`src/rtl/falling_block_array.sv`:
```
// Multi-slot falling block tracker: spawns into the lowest free slot, steps every
// live block down once per frame, retires or clears them and counts misses.
module falling_block_array #(
  parameter int unsigned SLOTS    = 4,
  parameter int unsigned Y_MAX    = 479,
  parameter int unsigned MAX_STEP = 7
) (
  input  logic                frame_clk,
  input  logic                Reset,
  input  logic                spawn_valid,
  input  logic [9:0]          spawn_x,
  output logic                spawn_ready,
  input  logic [2:0]          speed,
  input  logic                clear_valid,
  input  logic [2:0]          clear_slot,
  input  logic                level_done,
  output logic [10*SLOTS-1:0] BlockX,
  output logic [10*SLOTS-1:0] BlockY,
  output logic [SLOTS-1:0]    active,
  output logic [7:0]          miss_count,
  output logic                end_level
);
  logic [SLOTS-1:0] active_q, active_d;
  logic [9:0]       x_q [SLOTS];
  logic [9:0]       x_d [SLOTS];
  logic [9:0]       y_q [SLOTS];
  logic [9:0]       y_d [SLOTS];
  logic [7:0]       miss_q, miss_d;
  logic             end_q, end_d;
  logic [2:0]       step;
  logic [10:0]      y_sum [SLOTS];
  logic             spawn_acc;
  logic             spawn_taken;
  logic [3:0]       retire_cnt;
  logic [8:0]       miss_sum;

  assign spawn_ready = |(~active_q);
  assign spawn_acc   = spawn_valid && spawn_ready;
  assign step        = (32'(speed) > MAX_STEP) ? 3'(MAX_STEP) : speed;

  always_comb begin
    for (int unsigned i = 0; i < SLOTS; i++) begin
      y_sum[i] = {1'b0, y_q[i]} + {8'b0, step};
    end
  end

  always_comb begin
    active_d    = active_q;
    x_d         = x_q;
    y_d         = y_q;
    end_d       = end_q;
    retire_cnt  = '0;
    spawn_taken = 1'b0;
    // Spawn only looks at slots free before this edge, so a slot freed now
    // by clear/retire cannot be reused until the next edge.
    for (int unsigned i = 0; i < SLOTS; i++) begin
      if (active_q[i]) begin
        if (clear_valid && (32'(clear_slot) == i)) begin
          active_d[i] = 1'b0;
        end else if (y_sum[i] > 11'(Y_MAX)) begin
          active_d[i] = 1'b0;
          retire_cnt  = retire_cnt + 4'd1;
        end else begin
          y_d[i] = y_sum[i][9:0];
        end
      end else if (spawn_acc && !spawn_taken) begin
        active_d[i] = 1'b1;
        x_d[i]      = spawn_x;
        y_d[i]      = '0;
        spawn_taken = 1'b1;
      end
    end
    miss_sum = {1'b0, miss_q} + {5'b0, retire_cnt};
    miss_d   = miss_sum[8] ? '1 : miss_sum[7:0];
    if (level_done && (active_q == '0) && !spawn_acc) begin
      end_d = 1'b1;
    end
  end

  always_ff @(posedge frame_clk) begin
    if (Reset) begin
      active_q <= '0;
      miss_q   <= '0;
      end_q    <= 1'b0;
      for (int unsigned i = 0; i < SLOTS; i++) begin
        x_q[i] <= '0;
        y_q[i] <= '0;
      end
    end else begin
      active_q <= active_d;
      x_q      <= x_d;
      y_q      <= y_d;
      miss_q   <= miss_d;
      end_q    <= end_d;
    end
  end

  for (genvar g = 0; g < SLOTS; g++) begin : g_pack
    assign BlockX[10*g +: 10] = x_q[g];
    assign BlockY[10*g +: 10] = y_q[g];
  end

  assign active     = active_q;
  assign miss_count = miss_q;
  assign end_level  = end_q;

endmodule

```
`config.mk`:
```
export PLATFORM = sky130hd
export DESIGN_NAME = falling_block_array
export DESIGN_NICKNAME = d
export VERILOG_FILES = /design/src/rtl/falling_block_array.sv
export SDC_FILE = /design/constraint.sdc
export NUM_CORES = 1
export LEC_CHECK = 0
export BUFFER_PORTS_ARGS = -buffer_cell sky130_fd_sc_hd__buf_4
export CAP_MARGIN = 10
export CORE_MARGIN = 2
export CORE_UTILIZATION = 42
export CTS_CLUSTER_DIAMETER = 50
export DETAILED_ROUTE_END_ITERATION = 6
export GPL_ROUTABILITY_DRIVEN = 1
export PLACE_DENSITY = 0.73
export RECOVER_POWER = 50
export SLEW_MARGIN = 25
export SYNTH_ARGS = -nofsm -noshare
export SYNTH_HDL_FRONTEND = slang
export SYNTH_SLANG_ARGS = --single-unit
```
`constraint.sdc`:
```
create_clock -name frame_clk -period 6.4 [get_ports frame_clk]
set_clock_uncertainty 0.1 [all_clocks]
set_input_delay 0.32 -clock frame_clk [delete_from_list [all_inputs] [get_ports frame_clk]]
set_output_delay 0.32 -clock frame_clk [all_outputs]
set_load 0.05 [all_outputs]
```
==> results by stage, run 1 <==
Global routing:
- The first global-routing pass estimated 22.3 mm of wire.
- In the global route stage, overall resource usage came out at 21.7%.
- The number of global-route vias before repair is 4,507.
- The total overflow left after global routing is 0.
- The initial antenna violation count was 0.
- The maximum number of pins on one net before global-route repair is 84.

Cells and area:
- The synthesis-to-finish area growth is 17.9%.
- 0 antenna diodes ended up in the layout.
- The final standard cell area without fillers is 5770 um^2.
- The fraction of final layout cells with drive strength greater than 1 is 9.43%.
- The net total in the final layout is 720.
- The number of standard cells in the final layout excluding fillers is 822.

Drt:
- The first routing iteration left 434 violations.
- The detailed-routing iteration count for the pre-antenna-repair pass is 6.
- After detailed routing, the total wire length is 13.7 mm.
- The DRC violation count after routing is 0.
- Dividing the detail-routed via count by the number of cells gives 5.77.
- The count of antenna-violating nets left after detailed routing is 0.
- After detailed routing, the average wire length per cell comes to 16.7 um.
- For this block, the via count after detailed routing is 4,746.

Placement:
- The HPWL after detailed placement is 9.88 mm.
- OpenSTA, run right after detailed placement, puts the worst setup slack at 772 ps.
- Once placement completed, the tool counted placed cells totaling 807.
- At the end of routability-driven placement, the weighted congestion stood at 0.910.
- The standard cell area after detailed placement is 5830 um^2.
- The count of buffers from port buffering is 114.

Clock network:
- The later pin in the worst-skew pair is clocked with a latency of 350 ps.
- In this run the post-CTS setup repair buffer count came out at 0.
- The longest clock path from root to sink contains 2 buffers.
- After clock tree synthesis, the flow added hold-fix buffers numbering 0.
- The number of levels in the clock H-tree is 3.
- TritonCTS created 9 clock buffers.
- The number of sinks driven by the clock tree is 93.
- The clock input transition at the sequential cells of the worst setup and hold paths is 70 ps.
- The clock root buffer is sky130_fd_sc_hd__clkbuf_16.
- TritonCTS built the clock tree.
- The post-cts repair resize count is 0.

Synthesis:
- The commonest cells after synthesis are sky130_fd_sc_hd__dfxtp_1, sky130_fd_sc_hd__nand2_1, sky130_fd_sc_hd__a21oi_1, sky130_fd_sc_hd__nor2_1, sky130_fd_sc_hd__mux2i_1.
- The fraction of synthesis flops using an asynchronous set or reset pin is 0%.
- In this run the biggest area consumer among cell types represents 38.0% of the synthesized area.
- The number of nets produced by synthesis is 620.
- After synthesis, the netlist uses 70 different library cells.
- The library cell with the highest instance count after synthesis is sky130_fd_sc_hd__dfxtp_1.
- Yosys attributes the largest share of cell area to sky130_fd_sc_hd__dfxtp_1, sky130_fd_sc_hd__a21oi_1, sky130_fd_sc_hd__nand2_1.
- The number of flops mapped to enable cells by yosys is 0.
- Dividing the synthesized area by the synthesized cell count gives 8.51 um^2.
- The gate count of the mapped netlist is 575.
- The mapped cell area is 4890 um^2.
- The number of synthesized register bits is 93.
- The most used flip-flop cell after synthesis is sky130_fd_sc_hd__dfxtp_1.
- The cell taking the most area after synthesis is sky130_fd_sc_hd__dfxtp_1.
- The count of synthesis-stage warnings from yosys is 0.
- Sequential cells were found to cover 38.0% of the synthesized design area.

Setup path:
- The startpoint identified for the worst register-to-register timing path is BlockY[0]$_SDFFE_PP0P_.
- The number of buffer and inverter stages on the critical path is 1.
- The worst setup path is of the flop to flop kind.
- The critical path goes through ha_1, inv_1, fa_1, nor2b_2, a211o_1, a311o_2, nand2_4, a21oi_1, ha_1, o21ai_0, a31oi_2, ha_1, mux2_2, ha_1, mux2_2, ha_1, a21o_1, a21oi_1, nor2b_1, o21ai_0, nor2_1, mux2i_1, nor2_1.
- The critical-path maximum fanout is 4.
- On the worst path, the slowest cell contributes a delay of 440 ps.
- STA classifies the critical path endpoint as a flop.
- The number of cell instances on the worst register-to-register path is 23.
- Among all stages on the critical path, the largest delay is contributed by sky130_fd_sc_hd__a311o_2.
- The slack of the worst reg-to-reg path is 850 ps.
- The dominant delay contributor by cell family on the critical path is adder cells.
- The startpoint type of the worst setup path is a flop.
- The data required time of the worst path is 6500 ps.
- Data arrives at the worst endpoint at 5650 ps.
- In this run the critical register-to-register path is captured at miss_count[7]$_SDFF_PP0_.
- The cell that appears most often on the critical path is sky130_fd_sc_hd__ha_1.

STA:
- The slew at the pin closest to its max-slew limit is 977 ps.
- The worst path meets setup with 852 ps of slack.
- The worst slew margin relative to its limit is 34.0%.
- The summed negative setup slack over all endpoints is 0 ps.
- The count of final max-slew check failures came to 0.
- The total setup violations reported at the end of the flow is 0.
- The shortest clock period the worst path allows after layout is 5550 ps.
- The number of hold violations in the final report is 0.
- Setup repair after global routing left no endpoint under its margin.
- The share of the clock period used by the worst path after layout is 86.7%.
- Derived from the worst setup path, the maximum achievable clock frequency is 180 MHz.

Floorplan:
- The horizontal die dimension is 112 um.
- The core footprint is 11,400 um^2.
- The die outline area is 12,500 um^2.
- The number of cell rows is 39.
- In this run the count of I/O pins placed on the die edge is 115.
- The initial core utilization is 42.9%.
- Measured along the y axis, the die boundary spans 112 um.

Hold path:
- In this run the worst hold path is classified as primary input to flop.
- The worst hold path passes through 3 cells.
- The startpoint of the worst hold path is spawn_x[3].
- The worst hold path terminates at BlockX[13]$_SDFFE_PP0P_.

Run:
- The tool flagged a number of max-cap violations equal to 0.

Power and ir drop:
- In this run the power density over the cells is 221 nW/um^2.
- The peak ir drop on the vdd network is 178 uV.
- The leakage power figure is 2.11 nW.
- The power consumption is 1.28 mW.

Run status:
- The flow ran to the end, and the final reports show no timing, DRC or antenna violations.
how the worst max path moves through the flow:
stage	startpoint	end	slack, ps	cells past startpoint
6_report	BlockY[0]$_SDFFE_PP0P_	miss_count[7]$_SDFF_PP0_	850	23
3_3_place_gp	speed[0]	miss_count[7]$_SDFF_PP0_	930	24
4_1_cts	BlockY[0]$_SDFFE_PP0P_	miss_count[7]$_SDFF_PP0_	850	23
3_5_place_dp	speed[0]	miss_count[7]$_SDFF_PP0_	770	24
5_1_grt	BlockY[0]$_SDFFE_PP0P_	miss_count[7]$_SDFF_PP0_	510	23
2_1_floorplan	BlockY[0]$_SDFFE_PP0P_	miss_count[6]$_SDFF_PP0_	870	21
state kept, by name, indices dropped and copies added, names as in the netlist:
name / flops
end_level: 1
active: 4
miss_count: 8
BlockY: 40
BlockX: 40
layout make-up:
class,instances,area [um^2]
Tap cell,143,179
Timing Repair Buffer,116,526
Sequential cell,93,1860
Multi-Input combinational cell,437,2850
Clock inverter,4,32.5
Fill cell,1184,5650
Inverter,18,67.6
Clock buffer,11,253
per-layer routing:
layer	track usage, %	routed length, um	up-vias
met5	0	0	-
met2	35.3	6350	181
met3	7.29	1150	23
met4	7.24	313	0
li1	-	-	2299
met1	27.1	5920	2243
through the flow:
stage	hold WS (ps)	util, %
2_1_floorplan	356	-
3_3_place_gp	343	51.1
3_5_place_dp	350	51.1
4_1_cts	127	53.6
5_1_grt	132	50.6
6_report	135	50.6
worst reg2reg max path: cells and delay by family (launching register included):
family	cells	cell delay, ps
buf+inv	1	70
simple gates	5	520
mux	3	730
compound gates	8	1790
flops	1	360
fa+ha+maj	6	1860
logic make-up after synthesis:
group	share of synthesized area [%]
muxes	5.73
adders and majority gates	6.90
AOI/OAI and AO/OA	20.5
and+or+nand+nor	23.4
xor gates and xnor gates	1.61
DFF	38.0
buffers and inverters	3.78
where the power goes:
part / switching (mW) / internal (mW)
logic: 0.121 / 0.0412
registers: 0.0131 / 0.591
clock network: 0.227 / 0.284
cell usage in the layout, fill, tap and decap left out, types with 5 or more instances in the layout:
master                      count
sky130_fd_sc_hd__a21o_1         9
sky130_fd_sc_hd__a21oi_1       58
sky130_fd_sc_hd__a311oi_1       8
sky130_fd_sc_hd__a31oi_1       12
sky130_fd_sc_hd__and4_1         5
sky130_fd_sc_hd__buf_4         24
sky130_fd_sc_hd__clkbuf_1      92
sky130_fd_sc_hd__clkbuf_16      9
sky130_fd_sc_hd__dfxtp_1       93
sky130_fd_sc_hd__fa_1           5
sky130_fd_sc_hd__ha_1          19
sky130_fd_sc_hd__inv_1         18
sky130_fd_sc_hd__mux2i_1       22
sky130_fd_sc_hd__nand2_1       77
sky130_fd_sc_hd__nand2b_1       6
sky130_fd_sc_hd__nand3_1       21
sky130_fd_sc_hd__nand3b_1       5
sky130_fd_sc_hd__nand4_1        7
sky130_fd_sc_hd__nor2_1        52
sky130_fd_sc_hd__nor3_1        11
sky130_fd_sc_hd__nor4_1         8
sky130_fd_sc_hd__o21ai_0       21
sky130_fd_sc_hd__xor2_1         6
Power figures use the tool's default switching activity.
==> inputs of run 2 (changes only) <==
==> constraint.sdc (replaced) <==
create_clock -name frame_clk -period 6.4 [get_ports frame_clk]
set_clock_uncertainty 0.1 [all_clocks]
set_input_delay 1.28 -clock frame_clk [delete_from_list [all_inputs] [get_ports frame_clk]]
set_output_delay 1.28 -clock frame_clk [all_outputs]
set_load 0.05 [all_outputs]
==> run 2 against run 1 <==
Clock power is 6.7% higher. Global-route usage is 0.38 points higher. Clock-buffer cell count is 1 lower. Die area stayed put. Via count is 0.15% higher. Final cell count is 0.73% higher. Routed wire length is 0.50% higher. Register-to-register slack better by 98 ps. Non-clock buffer count is 5 higher. Critical path type is now primary input to flop. Highest routed layer unchanged.
==> results by stage, run 2 (synthesis gave the netlist of run 1 again) <==
Placement:
- Detailed placement ended at an HPWL of 9.99 mm.
- After detailed placement, the total cell area comes to 5870 um^2.
- The count of buffers from port buffering is 114.
- The count of placed standard cells including taps is 812.
- Routability-driven placement finished with a final weighted congestion of 0.990.

Power and ir drop:
- Across the VDD grid, the largest voltage drop is 209 uV.
- The clock network fraction of total power is 41.5%.
- The net switching fraction of the power is 28.3%.
- Combinational cells account for 12.6% of the total power.
- The power density over cell area is 221 nW/um^2.
- The internal power is 942 uW.
- In this run, flip-flops and latches consume 46.0% of the power.
- The analysis attributes to net switching a power of 373 uW.
- Overall power consumption after layout is estimated at 1.32 mW.
- The leakage power figure is 2.29 nW.

Cells and area:
- In the layout the commonest cells are sky130_fd_sc_hd__dfxtp_1, sky130_fd_sc_hd__nand2_1, sky130_fd_sc_hd__buf_4, sky130_fd_sc_hd__clkbuf_1, sky130_fd_sc_hd__a21oi_1.
- After the flow finishes, the layout carries non-filler instances totaling 828.
- The net total in the final layout is 725.
- The commonest non-fill, non-tap cell in the layout is sky130_fd_sc_hd__dfxtp_1.
- The finished cells cover 5950 um^2.
- In the final layout, the share of cells above drive strength 1 is 14.9%.
- The synthesis-to-finish area growth is 21.5%.
- The count of inserted antenna diode cells is 0.

Floorplan:
- In this run the standard cell core region covers 11,400 um^2.
- The die is 112 um tall.
- The horizontal die dimension is 112 um.
- Pin placement for this block handled 115 I/O pins.
- For this configuration, the core starts out at a cell density of 42.9%.
- The die outline area is 12,500 um^2.
- Row generation in the floorplan step produced 39 rows.

Clock network:
- The clock tree synthesis step divided the H-tree into 3 levels.
- The number of buffers inserted to repair setup after CTS is 0.
- CTS saw 93 sinks.
- The clock passes through at most 2 buffers.
- The number of buffers inserted by hold repair at cts is 0.
- The clock root buffer is sky130_fd_sc_hd__clkbuf_16.
- In this run, CTS created clock tree buffers numbering 9.
- The clock input transition at the sequential cells of the worst setup and hold paths is 70 ps.
- The clock latency of the later-clocked register in the worst-skew pair is 350 ps.
- The TritonCTS clock tree is done.

Drt:
- The detailed-route via count is 4,753.
- The per-cell via count in the routed design is 5.74.
- The sum of routed wire length over all layers is 13.8 mm.
- The first TritonRoute pass finished after 6 iterations.
- The iteration-0 DRC count of the detailed router is 361.
- After detailed routing, the average wire length per cell comes to 16.7 um.
- The DRC violation count after routing is 0.
- The count of nets left with antenna violations once routing finished came out at 0.

Setup path:
- The type of the setup path with the least slack is primary input to flop.
- The signal on the critical path passes through buf_4, ha_1, inv_1, fa_1, nor2b_2, a211o_1, a311o_2, nand2_4, a21oi_1, ha_1, o21ai_1, a31oi_2, ha_1, mux2_2, ha_1, mux2_2, fa_1, a21o_1, a21o_1, and2_1, and4b_1, nor3_1.
- Along the worst path, the maximum fanout reaches 4.
- The worst setup path is captured at a flop.
- The cell with the largest stage delay on the worst path is sky130_fd_sc_hd__a311o_2.
- For the worst setup path, the data required time is 6570 ps.
- The startpoint type of the worst setup path is a primary input.
- The data arrival time of the critical path is 6260 ps.
- For this run, the slowest stage of the critical path takes 440 ps.
- By instance count, the cell type seen most on the critical path is sky130_fd_sc_hd__ha_1.

STA:
- In this run the tightest slew margin relative to its limit is 39.9%.
- After routing, the total negative slack on setup checks comes to 0 ps.
- The final critical path takes up 95.0% of the cycle.
- Setup violations remaining at the end of the flow were counted as 0.
- The top achievable clock speed is 164 MHz.
- The shortest clock period the worst path allows after layout is 6080 ps.
- Setup repair after global routing left no endpoint under its margin.
- The number of hold violations in the final report came to 0.
- The count of final max-slew check failures is 0.
- For the pin with the worst max-slew slack, the measured transition is 902 ps.
- The smallest hold slack is 356 ps.

Run:
- Across the run, the number of max-cap violations was 0.

Hold path:
- The path class of the lowest-slack min-delay path is flop to flop.

Global routing:
- The maximum number of pins on one net before global-route repair is 84.
- The overall global routing resource usage is 22.1%.
- The number of global-route vias before repair is 4,573.
- The first global-routing pass estimated 22.4 mm of wire.
- The total global routing overflow is 0.
- The initial antenna violation count was 0.

Run status:
- The flow ran to the end, and the final reports show no timing, DRC or antenna violations.
## run 2: changes by cell type in the layout (fill, tap and decap cells not counted)
cell / previous run / this run
sky130_fd_sc_hd__inv_8: 0 / 1
sky130_fd_sc_hd__clkbuf_8: 2 / 0
sky130_fd_sc_hd__o21ai_0: 21 / 19
sky130_fd_sc_hd__bufinv_16: 0 / 1
sky130_fd_sc_hd__clkinv_2: 0 / 1
sky130_fd_sc_hd__clkbuf_1: 92 / 59
sky130_fd_sc_hd__clkinvlp_4: 2 / 1
sky130_fd_sc_hd__nor4b_1: 1 / 2
sky130_fd_sc_hd__o21ai_1: 0 / 2
sky130_fd_sc_hd__buf_4: 24 / 63
sky130_fd_sc_hd__nor4b_2: 2 / 1
## run 2: what timing repair did
action / in CTS / in global routing
endpoints found under the setup margin: 0 / 2
hold endpoints to repair: 0 / 0
gates resized for setup: 0 / 2
## run 2: worst paths after layout
path,depth (start not counted),startpoint,endpoint,slack (ps)
worst min-delay path,2,BlockX[7]$_SDFFE_PP0P_,BlockX[7]$_SDFFE_PP0P_,360
worst max-delay path,22,speed[0],miss_count[6]$_SDFF_PP0_,320
worst min register to register,2,BlockX[7]$_SDFFE_PP0P_,BlockX[7]$_SDFFE_PP0P_,360
worst max register to register,21,BlockY[0]$_SDFFE_PP0P_,miss_count[6]$_SDFF_PP0_,950
## run 2: routing by layer
layer	wire length (um)	vias to the layer above	global-route usage [%]
met5	0	-	0
met4	176	0	6.26
met3	1220	18	8.87
met2	6610	182	36.8
met1	5780	2251	26.4
li1	-	2302	-
## run 2: critical path, delay by kind of cell
family | cells | cell delay (ps)
adder cells (fa/ha/maj) | 6 | 1860
AO/OA/AOI/OAI | 7 | 1540
AND/OR/NAND/NOR | 5 | 820
multiplexers | 2 | 570
buffers and inverters | 2 | 200
## run 2: power by group through the flow
stage | combinational, mW | clock [mW] | sequential [mW]
floorplan | 0.0764 | 0 | 0.655
global placement | 0.171 | 0 | 0.617
detailed placement | 0.174 | 0 | 0.618
CTS | 0.174 | 0.556 | 0.605
global route | 0.179 | 0.580 | 0.606
finish | 0.165 | 0.545 | 0.605
## run 2: per-stage QoR
stage / utilization, % / setup WS, ps
finish: 52.1 / 318
global route: 52.1 / 47.2
CTS: 54.0 / 311
detailed placement: 51.4 / -69.1
global placement: 51.4 / 71.9
floorplan: - / 329
## run 2: area by class of cell
type,count,area (um^2)
well taps,143,179
fillers,1132,5470
inverters,18,67.6
multi-input cells,437,2850
clock buffers,10,229
repair buffers,121,691
flip-flops and latches,93,1860
clock inverters,6,71.3
